**src/rtl/rc_decode_pkg.sv**
```systemverilog
// Shared timing constants, datapath widths and FSM encoding for the RC pulse decoder.
// Cycle counts assume a 12 MHz clock.
package rc_decode_pkg;

  localparam int unsigned MIN_CYC     = 12000;   // 1.0 ms
  localparam int unsigned MAX_CYC     = 24000;   // 2.0 ms
  localparam int unsigned REJ_LO_CYC  = 6000;    // 0.5 ms
  localparam int unsigned REJ_HI_CYC  = 30000;   // 2.5 ms
  localparam int unsigned TIMEOUT_CYC = 300000;  // 25 ms
  localparam int unsigned SCALE_MULT  = 22369;
  localparam int unsigned SCALE_SHIFT = 12;

  localparam int WIDTH_W = 15;
  localparam int TO_W    = 19;
  localparam int PROD_W  = 30;

  typedef enum logic [2:0] {
    ST_IDLE,
    ST_MEAS,
    ST_WAIT_LOW,
    ST_CALC,
    ST_OUT
  } state_t;

endpackage

```
**src/rtl/sync_2ff.sv**
```systemverilog
// Two-flop synchronizer bringing the asynchronous receiver pulse into the clk domain.
module sync_2ff (
  input  logic clk,
  input  logic rst_n,
  input  logic d,
  output logic q
);

  logic meta;

  always_ff @(posedge clk) begin
    if (!rst_n) begin
      meta <= 1'b0;
      q    <= 1'b0;
    end else begin
      meta <= d;
      q    <= meta;
    end
  end

endmodule

```
**src/rtl/rc_pulse_decoder.sv**
```systemverilog
// Measures RC receiver pulse high-time and maps 1.0..2.0 ms onto a 16-bit command,
// with out-of-range rejection and a loss-of-signal timeout.
module rc_pulse_decoder
  import rc_decode_pkg::*;
#(
  parameter int unsigned MIN_LIM     = MIN_CYC,
  parameter int unsigned MAX_LIM     = MAX_CYC,
  parameter int unsigned REJ_LO_LIM  = REJ_LO_CYC,
  parameter int unsigned REJ_HI_LIM  = REJ_HI_CYC,
  parameter int unsigned TIMEOUT_LIM = TIMEOUT_CYC,
  parameter int unsigned MULT        = SCALE_MULT,
  parameter int unsigned SHIFT       = SCALE_SHIFT
) (
  input  logic        clk,
  input  logic        rst_n,
  input  logic        rc_in,
  output logic [15:0] controls_out,
  output logic        ctrl_valid,
  output logic        signal_lost,
  output logic        pulse_err
);

  state_t              state;
  logic                rc_s, rc_d, rise, armed;
  logic [1:0]          warm;
  logic [WIDTH_W-1:0]  width_cnt, clamp;
  logic [TO_W-1:0]     to_cnt;
  logic [PROD_W-1:0]   prod_full, prod_p1;
  logic                full_p1;

  function automatic logic [WIDTH_W-1:0] clamp_width(input logic [WIDTH_W-1:0] w);
    logic [WIDTH_W-1:0] lo, hi, sat;
    lo = WIDTH_W'(MIN_LIM);
    hi = WIDTH_W'(MAX_LIM);
    if (w < lo)      sat = lo;
    else if (w > hi) sat = hi;
    else             sat = w;
    return sat - lo;
  endfunction

  // Full-scale width bypasses the product, whose truncation tops out one code short.
  function automatic logic [15:0] scale_cmd(input logic [PROD_W-1:0] prod, input logic full);
    return full ? 16'hFFFF : 16'(prod >> SHIFT);
  endfunction

  sync_2ff u_sync (
    .clk   (clk),
    .rst_n (rst_n),
    .d     (rc_in),
    .q     (rc_s)
  );

  // The synchronizer's reset zeros are not a real low level; arm edge detection
  // only once a genuinely sampled low has passed through both flops.
  always_ff @(posedge clk) begin
    if (!rst_n) begin
      rc_d  <= 1'b1;
      warm  <= 2'b00;
      armed <= 1'b0;
    end else begin
      rc_d <= rc_s;
      warm <= {warm[0], 1'b1};
      if (warm[1] && !rc_s) armed <= 1'b1;
    end
  end

  assign rise      = rc_s & ~rc_d & armed;
  assign clamp     = clamp_width(width_cnt);
  assign prod_full = PROD_W'({{(32-WIDTH_W){1'b0}}, clamp} * MULT);

  // CALC -> OUT stage boundary
  always_ff @(posedge clk) begin
    if (state == ST_CALC) begin
      prod_p1 <= prod_full;
      full_p1 <= (clamp == WIDTH_W'(MAX_LIM - MIN_LIM));
    end
  end

  always_ff @(posedge clk) begin
    if (!rst_n) begin
      state        <= ST_IDLE;
      width_cnt    <= '0;
      to_cnt       <= '0;
      controls_out <= '0;
      ctrl_valid   <= 1'b0;
      pulse_err    <= 1'b0;
      signal_lost  <= 1'b1;
    end else begin
      ctrl_valid <= 1'b0;
      pulse_err  <= 1'b0;

      case (state)
        ST_IDLE: begin
          if (rise) begin
            width_cnt <= WIDTH_W'(1);
            state     <= ST_MEAS;
          end
        end
        ST_MEAS: begin
          if (rc_s) begin
            width_cnt <= width_cnt + 1'b1;
            if (width_cnt == WIDTH_W'(REJ_HI_LIM - 1)) begin
              pulse_err <= 1'b1;
              state     <= ST_WAIT_LOW;
            end
          end else if (width_cnt < WIDTH_W'(REJ_LO_LIM)) begin
            pulse_err <= 1'b1;
            state     <= ST_IDLE;
          end else begin
            state <= ST_CALC;
          end
        end
        ST_WAIT_LOW: if (!rc_s) state <= ST_IDLE;
        ST_CALC:     state <= ST_OUT;
        ST_OUT:      state <= ST_IDLE;
        default:     state <= ST_IDLE;
      endcase

      // A decoded pulse always takes priority over a coincident timeout expiry.
      if (state == ST_OUT) begin
        controls_out <= scale_cmd(prod_p1, full_p1);
        ctrl_valid   <= 1'b1;
        signal_lost  <= 1'b0;
        to_cnt       <= '0;
      end else if (to_cnt != TO_W'(TIMEOUT_LIM)) begin
        to_cnt <= to_cnt + 1'b1;
      end else if (!signal_lost) begin
        signal_lost  <= 1'b1;
        controls_out <= '0;
        ctrl_valid   <= 1'b1;
      end
    end
  end

endmodule

```
**config.mk**
```make
export PLATFORM = sky130hd
export DESIGN_NAME = rc_pulse_decoder
export DESIGN_NICKNAME = d
export VERILOG_FILES = /design/src/rtl/rc_decode_pkg.sv /design/src/rtl/sync_2ff.sv /design/src/rtl/rc_pulse_decoder.sv
export SDC_FILE = /design/constraint.sdc
export NUM_CORES = 1
export LEC_CHECK = 0
export CORE_UTILIZATION = 65
export DETAILED_ROUTE_END_ITERATION = 16
export HOLD_SLACK_MARGIN = 0.12
export PLACE_DENSITY_LB_ADDON = 0.3
export SLEW_MARGIN = 5
export SYNTH_ARGS = -nofsm -noshare
export SYNTH_HDL_FRONTEND = slang
export SYNTH_HIERARCHICAL = 1
export SYNTH_SLANG_ARGS = --single-unit
```
**constraint.sdc**
```tcl
create_clock -name clk -period 14.5 [get_ports clk]
set_input_delay 2.9 -clock clk [delete_from_list [all_inputs] [get_ports clk]]
set_output_delay 2.9 -clock clk [all_outputs]
set_load 0.1 [all_outputs]
```
---- Word-level counts from Yosys, hierarchy flattened ----
Cells that the tools add are included.
storage, ports and cells
  bits in read-only memories .............. 0
  memories kept ........................... 0
  output and inout bits ................... 19
  logic and storage cells ................. 72
  latch bits .............................. 0
  RAM bits ................................ 0
  flip-flop bits (word level) ............. 91
  input port bits ......................... 3
operators by class
  add/sub/neg operators ................... 3
  multiply operators ...................... 1
  divide/modulo/power cells ............... 0
  $lt $le $gt $ge ......................... 3
  equality and inequality tests ........... 13
  shift-type cells ........................ 0
  bitwise operators ....................... 4
  muxes and demuxes ....................... 24
  reductions and logical operators ........ 9
operators with widths
  cell                    number
  $mux 16                 4
  $mux 15                 4
  $pmux 15 s2             1
  $mul 15x15->28 const B  1
  $add 19x1->19 const B   1
  $ne 19x19->1 const B    1
  $add 15x1->15 const B   1
  $eq 15x14->1 const B    1
  $eq 15x15->1 const B    1
  $gt 15x15->1 const B    1
  $lt 15x13->1 const B    1
  $lt 15x14->1 const B    1
  $sub 15x14->15 const B  1
  $mux 3                  4
  $pmux 3 s4              1
  $mux 1                  9
  $eq 3x2->1 const B      2
  $ne 2x2->1 const B      3
  $reduce_and 3->1        2
  $ne 2x1->1 const B      2
  $reduce_and 2->1        2
  $eq 3x1->1 const B      1
  $eq 3x3->1 const B      1
  $logic_not 3->1         1
  8 further kinds         10

---- Logic depth before layout (Yosys ltp) ----
  depth after elaboration ................. 5
  gate-level depth with buffers ........... 29
  depth with buffers taken out ............ 28

---- Hierarchy ----
Netlist, hierarchy kept.
by module, submodules not included
  module            seq. area each (um2)  cells an instance  area an instance (um2)  times used
  rc_pulse_decoder  1711.6                704                6977.9                  1
  sync_2ff          40.0                  4                  52.6                    1

---- Worst setup path after synthesis ----
No wires, ideal clock.
  path kind ............................... register to register
  start point ............................. register width_cnt[9]
  end point ............................... register prod_p1[25], data pin
  path slack .............................. 7531 ps
  data arrival time ....................... 6711 ps
  path buffers ............................ 2
  period minus slack after synthesis ...... 6969 ps
  setup time .............................. 258 ps
  required time ........................... 14242 ps
  cell stages (with the launch flop) ...... 27
  cells stage by stage .................... dfxtp_1 > buf_2 > nand4b_1 > nor4_1 > a21oi_1 > clkbuf_1 > nand2_1 > nand2_1 > ha_1 > nand2_1 > o21ai_1 > a32o_1 > nand3b_1 > xnor2_2 > ha_1 > fa_1 > fa_1 > fa_1 > fa_1 > ha_1 > ha_1 > nand3_1 > or4_4 > a21oi_4 > a31oi_4 > nor2b_1 > xnor2_2
on the way
  word-level cells in the longest chain between the ends .. 5
  elaborated cells on any way between the ends .. 6
  classes of those cells .................. add/sub (1); mul (1); order compare (2); mux (2)
ends and longest elaborated chain
  element                   RTL line                 text
  start: declaration        rc_pulse_decoder.sv:26   logic [WIDTH_W-1:0] width_cnt, clamp;
  start signal: assignment  rc_pulse_decoder.sv:101  width_cnt <= width_cnt + 1'b1;
  $gt 15x15->1              rc_pulse_decoder.sv:36   else if (w > hi) sat = hi;
  $mux 15                   rc_pulse_decoder.sv:36
  $mux 15 *                 rc_pulse_decoder.sv:35   if (w < lo) sat = lo;
  $sub 15x14->15 *          rc_pulse_decoder.sv:38   return sat - lo;
  $mul 15x15->28 *          rc_pulse_decoder.sv:69   assign prod_full = PROD_W'({{(32-WIDTH_W){1'b0}}, clamp} * MULT);
  named net prod_full[25]   rc_pulse_decoder.sv:28   logic [PROD_W-1:0] prod_full, prod_p1;
  end signal: assignment    rc_pulse_decoder.sv:74   prod_p1 <= prod_full;
  end: declaration          rc_pulse_decoder.sv:28
Mark *: on every way through the listed nets, which the timed path passes. The rest lies on a longest branch.
A chain may end at the register's enable or synchronous reset.

---- Worst setup path after layout ----
  start point ............................. register width_cnt[11]
  end point ............................... register prod_p1[25], data pin
Same word-level chain as after synthesis.

==> run summary <==
status -> completed
Worst Hold Class -> reg -> reg
Ports -> 22
share of layout cells above drive strength 1 -> 0.04508
Final Max Slew Viols -> 0
global-route usage over all layers -> 0.2769
VDD IR-drop max -> 76.30 uV
cts hold-fix bufs -> 0
Synth area leaders -> ha_1 (21%), fa_1 (19%), dfxtp_1 (18%)
Tcrit/Tclk final -> 0.5308
Clk pin slew, worst setup/hold paths -> 0.08 ns
TritonCTS buffer count -> 9
most numerous cell in the Yosys netlist -> ha_1
cell area power density -> 56.23 nW/um^2
Residual DRC -> 0
initial antenna violation count -> 0
Setup WS post-layout -> 6.804 ns
H-Tree Depth -> 3
worst path cell trace -> and4_1 -> o21a_1 -> a21oi_1 -> nand2_1 -> nand2_1 -> ha_1 -> nand2_1 -> o211ai_1 -> a21boi_0 -> a21oi_1 -> ha_1 -> fa_1 -> fa_1 -> fa_1 -> fa_1 -> ha_1 -> ha_1 -> a21o_1 -> a31o_2 -> a221oi_2 -> a21oi_4 -> a31oi_4 -> nor2b_1 -> xnor2_2
Gate Count Post-Synth -> 708
Root Driver -> clkbuf_8
# Post-CTS Setup Buffers -> 0
final net count -> 912
Design Power -> 426.4 uW
Layout Cells excl Fill -> 868
DR vias/cell -> 5.698
Compound-Gate Fraction of Synth Area -> 0.09610
unrepaired setup endpoints after global routing -> no
die height -> 106 um
area of the die -> 11240 um^2
Setup Slack @ Placement -> 6.897 ns
post-synthesis sequential area ratio -> 0.2492
die outline width -> 106 um
Mapped Area -> 7030 um^2
min Tclk post-route -> 7.696 ns
Worst-Margin Slew -> 1.006 ns
first-pass GRT wire length -> 24210 um
Cell variety after synth -> 56
fill count -> 735
synthesis-stage register bit count -> 79
adder-cell share of the synthesized area -> 0.3944
clock buffer depth -> 2
Crit path required time -> 14.63 ns
GPL Wtd Cong -> 0.9371
via count -> 4946
maxcap violations -> 0
Final Routed Wirelength -> 14010 um
Antenna diodes -> 0
Row Count -> 37
most common library cells after synthesis -> ha_1 (116), inv_1 (76), fa_1 (66)
Post-synth EDFFs -> 17
largest net degree at the start of global routing -> 31
vias in the first global route -> 5265
CTS-repair resized insts -> 0
top cell type's share of synthesized area -> 0.2064
ys async rst share -> 0
Max stage delay on crit path -> 0.57 ns
Mapped Avg Cell Area -> 9.930 um^2
final-report setup violation count -> 0
Worst Setup Start Kind -> register
Setup CP Type -> reg -> reg
Simple-Gate Fraction of Synth Area -> 0.1410
Max Fclk -> 129.9 MHz
First-pass DRT Iterations -> 6
Clock Skew -> 0.01466 ns
leak pwr -> 3.803 nW
P&R area growth vs syn -> 7.848%
largest area contributor in the netlist -> ha_1
WL/cell -> 16.14 um
placed cells -> 852
post-route antenna net violation count -> 0
setup TNS -> 0 ns
dpl hpwl -> 11120 um
Synth warnings -> 6
Sink Count -> 79
critical path data arrival time -> 7.83 ns
Synth Flop Type -> dfxtp_1
Synth Area in XOR/XNOR -> 0.06318
combinational family with the most area after synthesis -> adder cells
Skew-Pair Late Insertion Delay -> 0.38 ns
area of the core -> 10420 um^2
max_slew headroom -> 0.3271
CP max FO -> 11
CTS tree -> yes
Slowest-stage cell, CP -> a21oi_1
mux cell area share after synthesis -> 0.001424
Hold Vio Cnt, Final -> 0
number of port buffers -> 21
starting DRC count in detailed routing -> 331
CP endpoint kind -> register
Starting Density -> 0.6750
GR Overflow Total -> 0
-- final cells by class --
cell class / instances / area [um^2] / share of cell area
clock buffers: 9 / 123.9 / 0.01634
clock inverters: 7 / 95.09 / 0.01254
flip-flops and latches: 79 / 1752 / 0.2310
well taps: 136 / 170.2 / 0.02244
inverters: 76 / 285.3 / 0.03762
repair buffers: 25 / 240.2 / 0.03168
multi-input cells: 536 / 4916 / 0.6483
-- registers in the layout, summed over array words and instances, names as in the netlist --
| name | cells |
|---|---|
| warm | 2 |
| u_sync/meta | 1 |
| rc_d | 1 |
| to_cnt | 19 |
| u_sync/q | 1 |
| controls_out | 16 |
| width_cnt | 15 |
| signal_lost | 1 |
| ctrl_valid | 1 |
| prod_p1 | 16 |
| full_p1 | 1 |
| pulse_err | 1 |
| armed | 1 |
| state | 3 |
-- cell families (layout without fill, tap and decap cells) --
family                     count (synthesis)  after routing
DFF                                       79             79
other                                      2              6
and+or+nand+nor                          201            201
AOI/OAI and AO/OA                         97             97
buffers and inverters                     97            117
muxes                                      1              1
adders and majority gates                182            182
xor gates and xnor gates                  49             49
-- critical path, delay by kind of cell (launching register included) --
family / cells / cell delay [ns]
adder cells (fa/ha/maj): 8 / 3.39
AO/OA/AOI/OAI: 10 / 2.74
AND/OR/NAND/NOR: 5 / 0.84
flip-flops: 1 / 0.41
XOR/XNOR: 1 / 0.07
-- per-layer routing --
layer  vias to the layer above  share of wire  GRT usage  wire length (um)
met5                         -              0          0                 0
met4                         0          0.022    0.09623               304
met3                        23          0.040    0.05702               559
met2                       125           0.49     0.4748              6800
met1                      2382           0.45     0.3473              6341
li1                       2416              -          -                 -
-- layout by cell type (no fill, tap or decap), drive strengths merged, types with 5 or more instances in the layout --
cell type / n
inv: 78
a21boi: 20
and3: 16
nand4: 8
nor3: 14
o21a: 5
a21oi: 20
nand3: 19
clkdlybuf4s50: 21
fa: 66
and2: 8
edfxtp: 17
o21ai: 27
xor2: 29
nor2b: 8
dfxtp: 62
clkbuf: 9
nor2: 54
conb: 6
xnor2: 20
nand2: 52
ha: 116
-- power breakdown --
group          internal [mW]  switching, mW
clock network         0.0975         0.0859
logic                0.00681        0.00944
registers              0.225        0.00146
total                  0.330         0.0968
-- worst paths after layout --
kind | start | end | slack [ns] | cells past startpoint
worst max register to register | width_cnt[11] | prod_p1[25] | 6.80 | 24
worst max-delay path | width_cnt[11] | prod_p1[25] | 6.80 | 24
worst min register to register | warm[0] | warm[1] | 0.44 | 1
worst min-delay path | warm[0] | warm[1] | 0.44 | 1
-- metrics by stage --
| stage | hold WS, ns | util | area [um^2] |
|---|---|---|---|
| finish | 0.4373 | 0.7279 | 7582 |
| CTS | 0.4387 | 0.7279 | 7582 |
| detailed placement | 0.4191 | 0.7069 | 7363 |
| global placement | 0.4144 | 0.7069 | 7363 |
| floorplan | 0.4057 | - | 7046 |
| global route | 0.4722 | 0.7279 | 7582 |
(Power assumes the default switching activity.)
